===== src/rtl/rf_write_arbiter_if.sv =====
// Bus bundle for the GRF write-port arbiter.
// master drives pipe/late/query inputs; slave is the arbiter.
interface rf_write_arbiter_if;
  logic        pipe_we;
  logic [4:0]  pipe_a3;
  logic [31:0] pipe_wd;
  logic [31:0] pipe_pc;
  logic        late_valid;
  logic        late_ready;
  logic [4:0]  late_a3;
  logic [31:0] late_wd;
  logic [31:0] late_pc;
  logic [4:0]  q1_a;
  logic [4:0]  q2_a;
  logic        q1_pend;
  logic        q2_pend;
  logic        rf_we;
  logic [4:0]  rf_a3;
  logic [31:0] rf_wd;
  logic [31:0] rf_wpc;

  modport master (
    output pipe_we, pipe_a3, pipe_wd, pipe_pc,
    output late_valid, late_a3, late_wd, late_pc,
    output q1_a, q2_a,
    input  late_ready, q1_pend, q2_pend,
    input  rf_we, rf_a3, rf_wd, rf_wpc
  );

  modport slave (
    input  pipe_we, pipe_a3, pipe_wd, pipe_pc,
    input  late_valid, late_a3, late_wd, late_pc,
    input  q1_a, q2_a,
    output late_ready, q1_pend, q2_pend,
    output rf_we, rf_a3, rf_wd, rf_wpc
  );
endinterface


===== src/rtl/rf_write_arbiter.sv =====
// GRF write-port arbiter: W-stage writes win, late results queue.
// Optional WB_TRACE_EN macro prints each committed write.
module rf_write_arbiter #(
  parameter int DEPTH = 2
) (
  input logic clk,
  input logic reset,
  rf_write_arbiter_if.slave bus
);
  localparam int AW = (DEPTH > 1) ? $clog2(DEPTH) : 1;
  localparam int CW = AW + 1;

  logic [AW-1:0]    r_head;
  logic [AW-1:0]    r_tail;
  logic [CW-1:0]    r_count;
  logic [DEPTH-1:0] r_vld;
  logic [4:0]       r_ma3 [DEPTH];
  logic [31:0]      r_mwd [DEPTH];
  logic [31:0]      r_mpc [DEPTH];

  logic        r_we;
  logic [4:0]  r_a3;
  logic [31:0] r_wd;
  logic [31:0] r_wpc;

  logic w_pipe;
  logic w_acc;
  logic w_empty;
  logic w_pop;
  logic w_byp;
  logic w_push;
  logic w_ready;
  logic w_q1p;
  logic w_q2p;

  assign w_ready = !reset && (r_count < CW'(DEPTH));
  assign w_pipe  = bus.pipe_we && (bus.pipe_a3 != 5'd0);
  assign w_acc   = bus.late_valid && w_ready;
  assign w_empty = (r_count == '0);
  assign w_pop   = !w_pipe && !w_empty;
  assign w_byp   = !w_pipe && w_empty && w_acc
                && (bus.late_a3 != 5'd0);
  // $0 and same-register-as-pipe late writes are dropped
  assign w_push  = w_acc && (bus.late_a3 != 5'd0) && !w_byp
                && !(w_pipe && bus.late_a3 == bus.pipe_a3);

  // FIFO control: squash, pop, push, occupancy
  always_ff @(posedge clk) begin
    if (reset) begin
      r_head  <= '0;
      r_tail  <= '0;
      r_count <= '0;
      r_vld   <= '0;
    end else begin
      for (int i = 0; i < DEPTH; i++)
        if (w_pipe && r_ma3[i] == bus.pipe_a3)
          r_vld[i] <= 1'b0;
      if (w_pop) begin
        r_vld[r_head] <= 1'b0;
        r_head        <= r_head + AW'(1);
      end
      if (w_push) begin
        r_vld[r_tail] <= 1'b1;
        r_tail        <= r_tail + AW'(1);
      end
      if (w_push && !w_pop)
        r_count <= r_count + CW'(1);
      else if (w_pop && !w_push)
        r_count <= r_count - CW'(1);
    end
  end

  // FIFO payload storage
  always_ff @(posedge clk) begin
    if (w_push) begin
      r_ma3[r_tail] <= bus.late_a3;
      r_mwd[r_tail] <= bus.late_wd;
      r_mpc[r_tail] <= bus.late_pc;
    end
  end

  // Port arbitration into the registered GRF write stage
  always_ff @(posedge clk) begin
    if (reset) begin
      r_we  <= 1'b0;
      r_a3  <= '0;
      r_wd  <= '0;
      r_wpc <= '0;
    end else if (w_pipe) begin
      r_we  <= 1'b1;
      r_a3  <= bus.pipe_a3;
      r_wd  <= bus.pipe_wd;
      r_wpc <= bus.pipe_pc;
    end else if (w_pop) begin
      r_we <= r_vld[r_head];
      if (r_vld[r_head]) begin
        r_a3  <= r_ma3[r_head];
        r_wd  <= r_mwd[r_head];
        r_wpc <= r_mpc[r_head];
      end
    end else if (w_byp) begin
      r_we  <= 1'b1;
      r_a3  <= bus.late_a3;
      r_wd  <= bus.late_wd;
      r_wpc <= bus.late_pc;
    end else begin
      r_we <= 1'b0;
    end
  end

  // Pending flags from live FIFO entries only
  always_comb begin
    w_q1p = 1'b0;
    w_q2p = 1'b0;
    for (int i = 0; i < DEPTH; i++) begin
      if (r_vld[i] && bus.q1_a != 5'd0 && r_ma3[i] == bus.q1_a)
        w_q1p = 1'b1;
      if (r_vld[i] && bus.q2_a != 5'd0 && r_ma3[i] == bus.q2_a)
        w_q2p = 1'b1;
    end
  end

  assign bus.late_ready = w_ready;
  assign bus.q1_pend    = w_q1p;
  assign bus.q2_pend    = w_q2p;
  assign bus.rf_we      = r_we;
  assign bus.rf_a3      = r_a3;
  assign bus.rf_wd      = r_wd;
  assign bus.rf_wpc     = r_wpc;

`ifdef WB_TRACE_EN
  // Commit trace at the edge the GRF writes
  always @(posedge clk) begin
    if (r_we)
      $display("%d@%h: $%d <= %h", $time, r_wpc, r_a3, r_wd);
  end
`else
`endif
endmodule


===== src/flat_wrapper.sv =====
// flat-port wrapper written by rule: the top's interface ports become plain ports
module rf_write_arbiter_flat 
#(
  parameter int DEPTH = 2
)
  (clk, reset, bus_pipe_we, bus_pipe_a3, bus_pipe_wd, bus_pipe_pc, bus_late_valid, bus_late_a3, bus_late_wd, bus_late_pc, bus_q1_a, bus_q2_a, bus_late_ready, bus_q1_pend, bus_q2_pend, bus_rf_we, bus_rf_a3, bus_rf_wd, bus_rf_wpc);
  rf_write_arbiter_if bus_i ();
  input logic clk;
  input logic reset;
  input wire logic [$bits(bus_i.pipe_we)-1:0] bus_pipe_we;
  input wire logic [$bits(bus_i.pipe_a3)-1:0] bus_pipe_a3;
  input wire logic [$bits(bus_i.pipe_wd)-1:0] bus_pipe_wd;
  input wire logic [$bits(bus_i.pipe_pc)-1:0] bus_pipe_pc;
  input wire logic [$bits(bus_i.late_valid)-1:0] bus_late_valid;
  input wire logic [$bits(bus_i.late_a3)-1:0] bus_late_a3;
  input wire logic [$bits(bus_i.late_wd)-1:0] bus_late_wd;
  input wire logic [$bits(bus_i.late_pc)-1:0] bus_late_pc;
  input wire logic [$bits(bus_i.q1_a)-1:0] bus_q1_a;
  input wire logic [$bits(bus_i.q2_a)-1:0] bus_q2_a;
  output wire logic [$bits(bus_i.late_ready)-1:0] bus_late_ready;
  output wire logic [$bits(bus_i.q1_pend)-1:0] bus_q1_pend;
  output wire logic [$bits(bus_i.q2_pend)-1:0] bus_q2_pend;
  output wire logic [$bits(bus_i.rf_we)-1:0] bus_rf_we;
  output wire logic [$bits(bus_i.rf_a3)-1:0] bus_rf_a3;
  output wire logic [$bits(bus_i.rf_wd)-1:0] bus_rf_wd;
  output wire logic [$bits(bus_i.rf_wpc)-1:0] bus_rf_wpc;
  assign bus_i.pipe_we = bus_pipe_we;
  assign bus_i.pipe_a3 = bus_pipe_a3;
  assign bus_i.pipe_wd = bus_pipe_wd;
  assign bus_i.pipe_pc = bus_pipe_pc;
  assign bus_i.late_valid = bus_late_valid;
  assign bus_i.late_a3 = bus_late_a3;
  assign bus_i.late_wd = bus_late_wd;
  assign bus_i.late_pc = bus_late_pc;
  assign bus_i.q1_a = bus_q1_a;
  assign bus_i.q2_a = bus_q2_a;
  assign bus_late_ready = bus_i.late_ready;
  assign bus_q1_pend = bus_i.q1_pend;
  assign bus_q2_pend = bus_i.q2_pend;
  assign bus_rf_we = bus_i.rf_we;
  assign bus_rf_a3 = bus_i.rf_a3;
  assign bus_rf_wd = bus_i.rf_wd;
  assign bus_rf_wpc = bus_i.rf_wpc;
  rf_write_arbiter #(.DEPTH(DEPTH)) u_core (.clk(clk), .reset(reset), .bus(bus_i));
endmodule

===== config.mk =====
export PLATFORM = sky130hd
export DESIGN_NAME = rf_write_arbiter_flat
export DESIGN_NICKNAME = d
export VERILOG_FILES = /design/src/rtl/rf_write_arbiter_if.sv /design/src/rtl/rf_write_arbiter.sv /design/src/flat_wrapper.sv
export SDC_FILE = /design/constraint.sdc
export NUM_CORES = 1
export LEC_CHECK = 0
export ABC_AREA = 1
export BUFFER_PORTS_ARGS = -buffer_cell sky130_fd_sc_hd__buf_4
export CAP_MARGIN = 15
export CORE_MARGIN = 3
export CORE_UTILIZATION = 59
export CTS_CLUSTER_SIZE = 25
export DETAILED_ROUTE_END_ITERATION = 10
export HOLD_SLACK_MARGIN = 0.12
export PLACE_DENSITY = 0.85
export SYNTH_ARGS = -nofsm -noshare
export SYNTH_HDL_FRONTEND = slang
export SYNTH_SLANG_ARGS = --single-unit

===== constraint.sdc =====
create_clock -name clk -period 4.9 [get_ports clk]
set_input_delay 0.98 -clock clk [delete_from_list [all_inputs] [get_ports clk]]
set_output_delay 0.98 -clock clk [all_outputs]
set_load 0.005 [all_outputs]

==> flow_summary_export.csv <==
group,metric,value,unit
outcome,status,"completed",
logic_synthesis,ys_seq_area_share,54.2,%
worst_setup_path,worstSetupPathType,"primary input to output port",
layout,layout_common_cells,"nand2_1, buf_4, nor2_1, nand3_1, edfxtp_1",
global_routing,grt_pass1_wl,42700,um
logic_synthesis,synthCells,1313,
power,p_per_area,507,nW/um^2
sta,finalHoldWorstSlack,0.489,ns
clocking,cts_sinks,215,
layout,fin_area,12900,um^2
clocking,tritoncts,"yes",
worst_setup_path,crit_path_end_kind,"output port",
routing,ant_nets,0,
worst_setup_path,crit_arrival,2.04,ns
logic_synthesis,netlist_area,10500,um^2
sta,drv_slew,0,
global_routing,antenna_found_initial,0,
die,die_area,19400,um^2
clocking,cts_buffer_depth,3,
routing,drcViolationCount,0,
sta,max_slew_margin,42.2,%
routing,dr_total_vias,9134,
worst_setup_path,worstPathRequired,3.92,ns
layout,final_util,74.1,%
min_path,hp-class,"register to register",
clocking,clock_tree.root_cell,"clkbuf_16",
routing,via_per_inst,5.24,
routing,finalWirelength,26900,um
logic_synthesis,ys_seq_elements,215,
routing,dr.pass1.iters,5,
place,portBuffers,224,
logic_synthesis,synth_fp_nets,1466,
place,place_hpwl,16800,um
power,irDropWorstVdd,312,uV
place,post_dp_cell_area,12100,um^2
global_routing,track_usage,26.7,%
clocking,cts_resized,0,
sta,max_freq,0.332,GHz
logic_synthesis,yosys-top-cells-area,"edfxtp_1, nand2_1, dfxtp_1, nand3_1, nor2_1",
global_routing,grt_start_max_net_pins,75,
logic_synthesis,yosys_warnings,0,
logic_synthesis,ys_types,28,
sta,post-route-min-period,3.02,ns
die,die_x,139,um
logic_synthesis,yosys.area.top_type,"edfxtp_1",
clocking,clk-insertion-delay-late,0.51,ns
sta,rsz0062_at_grt,"no",
layout,nets,1654,
die,initial_core_util,60.4,%
place,place_congestion,0.943,
die,rows,48,
logic_synthesis,synth_top_area_share,39.5,%
die,coreArea,17400,um^2
worst_setup_path,cp_max_fo,3,
layout,area_growth,22.7,%
die,io_pins,225,
sta,finalClockSkew,0.0108,ns
layout,drive_gt1_share,19.0,%
logic_synthesis,synth_area_per_cell,7.98,um^2
sta,tightest_slew,0.866,ns
global_routing,grt_overflow,0,
clocking,htreeDepth,1,
routing,routedWlPerCell,15.4,um
layout,final_common_cell,"nand2_1",
routing,drtIter0Drc,742,
sta,post-route-period-util,61.6,%
clocking,clk_pin_slew,0.06,ns
global_routing,grt_pass1_vias,8865,
die,fp.dieH,139,um
sta,hold_viol,0,
clocking,holdBufCountCts,0,
clocking,cts-buffers-inserted,23,
sta,setup_viol,0,
worst_setup_path,start_kind,"primary input",
sta,final.setup.tns,0,ns
clocking,postCtsSetupRepairBufs,0,
layout,n_antenna_cell,0,
power,p_leak,6.08,nW
run,maxCapViolations,0,
## routing by layer
metal / vias to the layer above / GRT usage (%) / wire length [um]
li1: 4517 / - / -
met1: 4200 / 33.1 / 10700
met2: 368 / 45.8 / 13100
met3: 49 / 6.29 / 2410
met4: 0 / 9.37 / 658
met5: - / 0 / 0
## sequential cells by signal, summed over array words and instances, names as in the netlist, named ones only
signal / cells
u_core.bus.rf_wd: 32
u_core.bus.rf_wpc: 32
u_core.r_count: 2
u_core.r_head: 1
u_core.bus.rf_a3: 5
u_core.r_mwd: 64
u_core.r_vld: 2
u_core.bus.rf_we: 1
u_core.r_tail: 1
u_core.r_ma3: 10
u_core.r_mpc: 64
## layout make-up
type / count / area [um^2]
inverters: 127 / 477
clock buffers: 30 / 642
flip-flops and latches: 215 / 5690
multi-input cells: 898 / 3880
well taps: 225 / 282
clock inverters: 12 / 93.8
repair buffers: 236 / 1800
fillers: 1340 / 4500
## logic make-up (layout without fill, tap and decap cells)
family	Yosys count	count (layout)	synth area share (%)
simple gates	850	850	33.5
flops	215	215	54.2
buf+inv	200	405	8.85
compound gates	26	26	1.52
xor+xnor	21	21	1.75
fa+ha+maj	1	1	0.119
## Yosys cell counts
cell and count:
a21boi_0 10, a21oi_1 7, a21oi_2 1, buf_1 6, buf_2 21, buf_4 10
buf_6 15, clkbuf_1 21, dfxtp_1 77, edfxtp_1 138, ha_1 1, inv_1 122
inv_2 5, nand2_1 458, nand2_2 1, nand2_4 1, nand3_1 159, nand3_2 1
nand3b_1 19, nand4_1 6, nor2_1 194, nor2_2 3, nor3_1 6, nor3b_1 1
o21ai_0 8, or2_2 1, xnor2_1 5, xor2_1 16
## critical path, stage by stage
cell     delay (ns)
buf_4          0.10
inv_1          0.06
nand2_1        0.06
nand4_1        0.10
nor3_1         0.20
nand3_1        0.10
o21ai_0        0.26
buf_4          0.17
## where the power goes
| part | leakage, nW | internal, mW | switching (mW) |
|---|---|---|---|
| Sequential | 1.90 | 2.28 | 0.169 |
| Clock | 0.359 | 0.977 | 0.695 |
| Combinational | 3.83 | 0.896 | 1.50 |
## stage by stage
step	cells	power [mW]	worst slack, ns
after CTS	1743	6.54	1.91
final	1743	6.51	1.88
after floorplan	1313	4.06	1.30
after global placement	1701	4.77	1.63
after detailed placement	1701	4.85	1.56
after global routing	1743	6.94	1.73
## final timing paths
path                                         endpoint  depth (start not counted)  slack [ns]                 start
worst max-delay path                      bus_q2_pend                          8        1.88           bus_q2_a[3]
worst min-delay path             u_core.bus.rf_wd[28]                          2        0.49  u_core.bus.rf_wd[28]
worst max register to register  u_core.bus.rf_wpc[13]                          8        2.06     u_core.r_count[1]
worst min register to register   u_core.bus.rf_wd[28]                          2        0.49  u_core.bus.rf_wd[28]
(Power assumes the default switching activity.)
